**config.mk**
```make
export PLATFORM = sky130hd
export DESIGN_NAME = triangle_dispatcher
export DESIGN_NICKNAME = d
export VERILOG_FILES = /design/src/rtl/shader_pkg.sv /design/src/rtl/triangle_dispatcher.sv
export SDC_FILE = /design/constraint.sdc
export NUM_CORES = 1
export LEC_CHECK = 0
export ABC_AREA = 1
export BUFFER_PORTS_ARGS = -buffer_cell sky130_fd_sc_hd__clkbuf_2
export CORE_AREA = 3 3 108 152
export CTS_CLUSTER_SIZE = 10
export DETAILED_ROUTE_END_ITERATION = 12
export DIE_AREA = 0 0 111 155
export PLACE_DENSITY = 0.82
export REMOVE_ABC_BUFFERS = 1
export SETUP_SLACK_MARGIN = 0.2
export SLEW_MARGIN = 20
export SYNTH_ARGS = -nofsm -noshare
export SYNTH_HDL_FRONTEND = slang
export SYNTH_SLANG_ARGS = --single-unit
```
**constraint.sdc**
```tcl
create_clock -name clk -period 6.7 [get_ports clk]
set_input_delay 0.335 -clock clk [delete_from_list [all_inputs] [get_ports clk]]
set_output_delay 0.335 -clock clk [all_outputs]
set_load 0.01 [all_outputs]
```
**src/rtl/shader_pkg.sv**
```systemverilog
// shader_pkg: shared types for the triangle dispatcher and shader interface
package shader_pkg;

    localparam int VERT_WORD_W = 32;

    typedef logic [15:0] coord_t;

    typedef struct packed {
        coord_t x;
        coord_t y;
    } vertex_t;

    typedef enum logic [3:0] {
        IDLE,
        FACE_RD,
        FACE_CAP,
        V1,
        V2,
        V3,
        ISSUE,
        WAIT_DONE,
        NEXT
    } disp_state_t;

endpackage

```
**src/rtl/triangle_dispatcher.sv**
```systemverilog
// triangle_dispatcher: walks the face list, fetches vertices and hands each triangle to the shader
module triangle_dispatcher
    import shader_pkg::*;
#(
    parameter int NUM_FACES = 32,
    parameter int FACE_AW   = 10,
    parameter int VERT_AW   = 10,
    parameter int START_LEN = 2
) (
    input  logic                     clk,
    input  logic                     reset,
    input  logic                     go,
    output logic                     busy,
    output logic                     frame_done,
    output logic [FACE_AW-1:0]       face_idx,
    output logic [15:0]              culled_cnt,
    output logic                     face_rd,
    output logic [FACE_AW-1:0]       face_addr,
    input  logic [3*VERT_AW-1:0]     face_data,
    output logic                     vert_rd,
    output logic [VERT_AW-1:0]       vert_addr,
    input  logic [VERT_WORD_W-1:0]   vert_data,
    output logic [15:0]              v1x,
    output logic [15:0]              v1y,
    output logic [15:0]              v2x,
    output logic [15:0]              v2y,
    output logic [15:0]              v3x,
    output logic [15:0]              v3y,
    output logic                     start,
    input  logic                     done
);

    disp_state_t          r_state;
    disp_state_t          w_next;
    logic [15:0]          r_issue_cnt;
    logic                 r_done_flag;
    logic [FACE_AW-1:0]   r_face_idx;
    logic [FACE_AW-1:0]   r_face_addr;
    logic [15:0]          r_culled;
    logic [VERT_AW-1:0]   r_i2;
    logic [VERT_AW-1:0]   r_i3;
    logic [VERT_AW-1:0]   r_vert_addr;
    vertex_t              r_v1;
    vertex_t              r_v2;
    vertex_t              r_v3;
    logic [VERT_AW-1:0]   w_i1;
    logic [VERT_AW-1:0]   w_i2;
    logic [VERT_AW-1:0]   w_i3;
    logic                 w_degen;
    logic                 w_last;
    logic [VERT_AW-1:0]   w_vert_addr;

    assign w_i1    = face_data[3*VERT_AW-1 -: VERT_AW];
    assign w_i2    = face_data[2*VERT_AW-1 -: VERT_AW];
    assign w_i3    = face_data[VERT_AW-1:0];
    assign w_degen = (w_i1 == w_i2) || (w_i2 == w_i3) || (w_i1 == w_i3);
    assign w_last  = r_face_idx == FACE_AW'(NUM_FACES - 1);

    // Next-state selection for the per-face fetch/issue sequence
    always_comb begin
        w_next = r_state;
        case (r_state)
            IDLE:      w_next = go ? FACE_RD : IDLE;
            FACE_RD:   w_next = FACE_CAP;
            FACE_CAP:  w_next = w_degen ? NEXT : V1;
            V1:        w_next = V2;
            V2:        w_next = V3;
            V3:        w_next = ISSUE;
            ISSUE:     w_next = (r_issue_cnt == 16'(START_LEN - 1)) ? WAIT_DONE : ISSUE;
            WAIT_DONE: w_next = r_done_flag ? NEXT : WAIT_DONE;
            NEXT:      w_next = w_last ? IDLE : FACE_RD;
            default:   w_next = IDLE;
        endcase
    end

    // Vertex address follows the captured indices and holds between reads
    always_comb begin
        w_vert_addr = r_vert_addr;
        if (r_state == FACE_CAP && !w_degen) w_vert_addr = w_i1;
        else if (r_state == V1) w_vert_addr = r_i2;
        else if (r_state == V2) w_vert_addr = r_i3;
    end

    // Sequencer state, start-length counter and sticky done flag
    always_ff @(posedge clk or posedge reset) begin
        if (reset) begin
            r_state     <= IDLE;
            r_issue_cnt <= '0;
            r_done_flag <= 1'b0;
            r_vert_addr <= '0;
        end else begin
            r_state     <= w_next;
            r_issue_cnt <= (r_state == ISSUE) ? r_issue_cnt + 16'd1 : '0;
            r_done_flag <= (r_state == ISSUE || r_state == WAIT_DONE) && (r_done_flag || done);
            r_vert_addr <= w_vert_addr;
        end
    end

    // Face bookkeeping: index, face address, culled counter and captured indices
    always_ff @(posedge clk or posedge reset) begin
        if (reset) begin
            r_face_idx  <= '0;
            r_face_addr <= '0;
            r_culled    <= '0;
            r_i2        <= '0;
            r_i3        <= '0;
        end else begin
            if (r_state == IDLE && go) begin
                r_face_idx  <= '0;
                r_face_addr <= '0;
                r_culled    <= '0;
            end
            if (r_state == NEXT && !w_last) begin
                r_face_idx  <= r_face_idx + 1'b1;
                r_face_addr <= r_face_idx + 1'b1;
            end
            if (r_state == FACE_CAP) begin
                r_i2 <= w_i2;
                r_i3 <= w_i3;
                if (w_degen && r_culled != 16'hFFFF) r_culled <= r_culled + 16'd1;
            end
        end
    end

    // Vertex capture registers, written only while fetching a face
    always_ff @(posedge clk or posedge reset) begin
        if (reset) begin
            r_v1 <= '0;
            r_v2 <= '0;
            r_v3 <= '0;
        end else begin
            if (r_state == V1) r_v1 <= vertex_t'(vert_data);
            if (r_state == V2) r_v2 <= vertex_t'(vert_data);
            if (r_state == V3) r_v3 <= vertex_t'(vert_data);
        end
    end

    assign busy       = r_state != IDLE;
    assign start      = r_state == ISSUE;
    assign frame_done = r_state == NEXT && w_last;
    assign face_rd    = r_state == FACE_RD;
    assign vert_rd    = (r_state == FACE_CAP && !w_degen) || r_state == V1 || r_state == V2;
    assign face_addr  = r_face_addr;
    assign vert_addr  = w_vert_addr;
    assign face_idx   = r_face_idx;
    assign culled_cnt = r_culled;
    assign v1x        = r_v1.x;
    assign v1y        = r_v1.y;
    assign v2x        = r_v2.x;
    assign v2y        = r_v2.y;
    assign v3x        = r_v3.x;
    assign v3y        = r_v3.y;

endmodule

```
# Word level (Yosys, flattened, before mapping)
# Cells that the tools add are included.
word_totals:
  out_inout_bits: 147
  in_bits: 66
  register_bits: 173
classes:
  n_eq_ne: 14
  n_addsub: 3
  n_mux: 15
  n_reduce_logical: 17
op_table:
  columns: ["operator", "count"]
  rows:
  - ["16-bit 2-to-1 mux", 4]
  - ["10-bit 2-to-1 mux", 5]
  - ["4-bit one-hot mux with 9 select lines", 1]
  - ["16-bit by 1-bit adder with 16-bit output (second input constant)", 2]
  - ["10-bit equality test", 3]
  - ["16-bit by 1-bit equality test with 1-bit output (second input constant)", 1]
  - ["4-bit by 3-bit equality test with 1-bit output (second input constant)", 4]
  - ["16-bit inequality test (second input constant)", 1]
  - ["10-bit by 1-bit adder with 10-bit output (second input constant)", 1]
  - ["10-bit by 5-bit equality test with 1-bit output (second input constant)", 1]
  - ["4-bit by 2-bit equality test with 1-bit output (second input constant)", 2]
  - ["4-bit 2-to-1 mux", 2]
  - ["1-bit logical AND", 6]
  - ["1-bit logical OR", 6]
  - ["4-bit by 1-bit equality test with 1-bit output (second input constant)", 1]
  - ["4-bit equality test (second input constant)", 1]
  - ["4-bit zero test", 1]
  - ["4-bit nonzero test", 1]
  - ["1-bit 2-to-1 mux", 3]
  - ["1-bit zero test", 2]
  - ["2-bit nonzero test", 1]

# Depth between registers and ports, before layout
logic_depth:
  depth_word: 7
  depth_mapped: 13

# Worst setup path before layout
# Ideal clock, no wire load.
synth_path:
  path_type: "register to output"
  startpoint: "reg r_state[3]"
  endpoint: "out vert_addr[2]"
  path_stages_with_launch: 7
  arrival_time_ns: 1.565
  slack_ns: 4.800
  cell_sequence: "dfrtp_1 > nor2_1 > nand2_2 > inv_2 > nand4_2 > buf_2 > o21ai_0"
synth_via:
  elab_chain_cells: 4
  elab_cells_between_ends: 7
synth_lines:
  columns: ["item", "line", "text"]
  rows:
  - ["start, declared", "triangle_dispatcher.sv:33", "disp_state_t r_state;"]
  - ["start signal, assigned", "triangle_dispatcher.sv:92", "r_state <= w_next;"]
  - ["4-bit by 3-bit equality test with 1-bit output", "triangle_dispatcher.sv:81", "else if (r_state == V2) w_vert_addr = r_i3;"]
  - ["10-bit 2-to-1 mux", "triangle_dispatcher.sv:81", null]
  - ["10-bit 2-to-1 mux", "triangle_dispatcher.sv:80", "else if (r_state == V1) w_vert_addr = r_i2;"]
  - ["10-bit 2-to-1 mux (*)", "triangle_dispatcher.sv:79", "if (r_state == FACE_CAP && !w_degen) w_vert_addr = w_i1;"]
  - ["end, declared", "triangle_dispatcher.sv:21", "output logic [VERT_AW-1:0] vert_addr,"]
# Mark *: on every way between the ends. The rest lies on a longest branch, timed or not.

# Worst setup path after layout
layout_path:
  startpoint: "reg r_state[3]"
  endpoint: "out vert_addr[8]"
# Same word-level chain as after synthesis.

==> impl_results.md <==
- Outcome: complete, no violations
- Critical Path RT: 6360 ps
- Cell Area, Synth: 8020 um^2
- Post-CTS Resized: 0
- Synth top area share: 0.540
- Clock Root Buffer: clkbuf_16
- P_leak: 5.18 nW
- Max cap viols: 0
- Starting DRT DRC Count: 646
- Synth async-reset ratio: 1.00
- Worst Tran Pin Value: 985 ps
- Synth Warn #: 0
- CTS sink count: 173
- # diodes: 0
- I/O Buffers: 212
- Slowest CP cell: nand4_2
- Area growth syn-to-layout: 21.5%
- Chip width: 111 um
- Largest stage delay, worst path: 530 ps
- Ranking of synthesized cells by area: dfrtp_1 54%, nand2_1 13%, o21ai_0 8.6%
- Crit-path cells: nor2_1, nand2_2, inv_2, nand4_2, o21ai_0, clkbuf_2
- Post-DP Area: 9110 um^2
- Total power per unit cell area: 430 nW/um^2
- Clock skew: 10.7 ps
- # DRC: 0
- FP Rows: 53
- Vias: 7148
- Hold/Removal Path Class: primary input to asynchronous set/reset pin
- Count of cell types in the netlist: 41
- Per-cell routed wire length: 15.1 um
- EDFF count, synth: 0
- Setup violations, final: 0
- CP Data Arrival Time: 3190 ps
- Avg Cell Area, Syn: 8.39 um^2
- Synth Instances: 956
- Slew HR: 0.343
- Worst-path maximum fanout: 45
- Num CTS Buffers: 17
- Crit path capture type: output pin
- Peak supply drop: 0.238 mV
- CTS tree: built
- First-pass GRT wire length: 33700 um
- Overflow after GRT: 0
- Final Cell Area: 9740 um^2
- R2R Path End: face_addr[0]$_DFFE_PP0P_
- Clock transition at path regs: 70 ps
- Routability-driven placement congestion ratio: 0.905
- Most common cell after layout, fill and taps aside: nand2_1
- Final nets: 1215
- CTS H-tree lvls: 4
- CTS Buffer Depth: 2
- Slew Limit Fails: 0
- Seq/Total Area, Yosys: 0.540
- Die area: 17200 um^2
- Routed Antenna Nets: 0
- Crit share post-route: 0.526
- Reg2reg setup slack: 3790 ps
- CP Launch Type: flip-flop
- Initial cell density of the core: 0.533
- Routed wire length: 20400 um
- Worst R2R Start: r_state[0]$_DFF_PP0_
- Main synth FF type: dfrtp_1
- I/O Pins: 213
- Clk_lat worst skew: 430 ps
- Fmax: 284 MHz
- Yosys top cell by area: dfrtp_1
- Final Hold Vio Count: 0
- Hold_ws: 61.8 ps
- Fin crit period: 3530 ps
- DP HPWL: 14700 um
- Synth Register Bits: 173
- Die Y: 155 um
- Initial antenna violation count: 0
- RSZ-0062 raised after global routing: no
- Path depth of the worst reg2reg path: 6
- Largest net degree at the start of global routing: 97
- Setup TNS: 0 ps
- Crit Path Category: flip-flop to output pin
- Core footprint: 15100 um^2
- Hold Buf Count CTS: 0
- Tot GR Track Use: 0.241
- Postcts setup bufs: 0
- TritonRoute pass-1 iters: 5
- Post-DR vias/cell: 5.29
- Fraction of layout cells with a size suffix above 1: 0.240
- Number of global-route vias before repair: 6764
- Most frequent cells in the layout: 274 x nand2_1, 212 x clkbuf_2, 173 x dfrtp_1, 138 x o21ai_0, 104 x inv_1
- Fillers: 1271
-- per-stage QoR --
stage / utilization / total power (W) / worst slack, ps / std cells
global route: 0.647 / 0.00449 / 2940 / 1350
floorplan: - / 0.00252 / 1680 / 911
global placement: 0.606 / 0.00313 / 3790 / 1318
finish: 0.647 / 0.00419 / 3170 / 1350
detailed placement: 0.606 / 0.00320 / 3650 / 1318
CTS: 0.647 / 0.00423 / 3180 / 1350
-- sequential cells by signal, indices dropped and copies added (netlist names), 16 cells and up --
| name | count |
|---|---|
| culled_cnt | 16 |
| r_issue_cnt | 16 |
| v1x | 16 |
| v1y | 16 |
| v2x | 16 |
| v2y | 16 |
| v3x | 16 |
| v3y | 16 |
-- per-layer routing --
metal,vias up,track usage,part of all wire
met2,301,0.404,0.49
met1,3353,0.310,0.41
met4,0,0.0933,0.029
li1,3452,-,-
met3,42,0.0498,0.069
met5,-,0,0
-- layout make-up --
type | count | area (um^2) | area share
Multi-Input combinational cell | 627 | 3050 | 0.313
Inverter | 111 | 422 | 0.0433
Sequential cell | 173 | 4330 | 0.444
Tap cell | 192 | 240 | 0.0247
Clock buffer | 17 | 425 | 0.0437
Clock inverter | 15 | 195 | 0.0200
Timing Repair Buffer | 215 | 1080 | 0.111
-- synth_stat cells (all sizes together), types with 2 or more instances --
cell type and n:
buf 20, a21oi 16, nand3 50, inv 111, o21ai 148, nand2 278, dfrtp 173, xnor2 10
nor2 55, ha 4, nor4 4, nor3 12, mux2i 2, nand4 16, o22ai 3, clkbuf 25
xor2 11, a31oi 11
-- critical path, delay by kind of cell (launching register included) --
kind	cells	cell delay, ps
flip-flops	1	420
AND/OR/NAND/NOR	3	1260
buffers and inverters	2	590
AO/OA/AOI/OAI	1	490
-- report_power, final --
group | switching (W) | total (W) | internal (W) | leakage [nW]
sequential | 0.000229 | 0.00168 | 0.00145 | 2.19
clock | 0.000472 | 0.00101 | 0.000542 | 0.303
combinational | 0.000968 | 0.00150 | 0.000532 | 2.68
total | 0.00167 | 0.00419 | 0.00252 | 5.18
-- kinds of logic (layout without fill, tap and decap cells) --
family          Yosys count  after routing  synth area share
buf+inv                 156            358            0.0817
compound gates          182            182             0.118
xor+xnor                 21             21            0.0229
flops                   173            173             0.540
mux                       2              2           0.00250
simple gates            418            418             0.229
fa+ha+maj                 4              4           0.00624
-- worst max path at each step --
stage | from | end
3_3_place_gp | r_state[3]$_DFF_PP0_ | vert_addr[8]
4_1_cts | r_state[3]$_DFF_PP0_ | vert_addr[8]
3_5_place_dp | r_state[3]$_DFF_PP0_ | vert_addr[8]
5_1_grt | r_state[3]$_DFF_PP0_ | vert_addr[5]
6_report | r_state[3]$_DFF_PP0_ | vert_addr[8]
2_1_floorplan | reset | culled_cnt[0]$_DFF_PP0_
No activity file was read; power rests on OpenSTA's default activity.
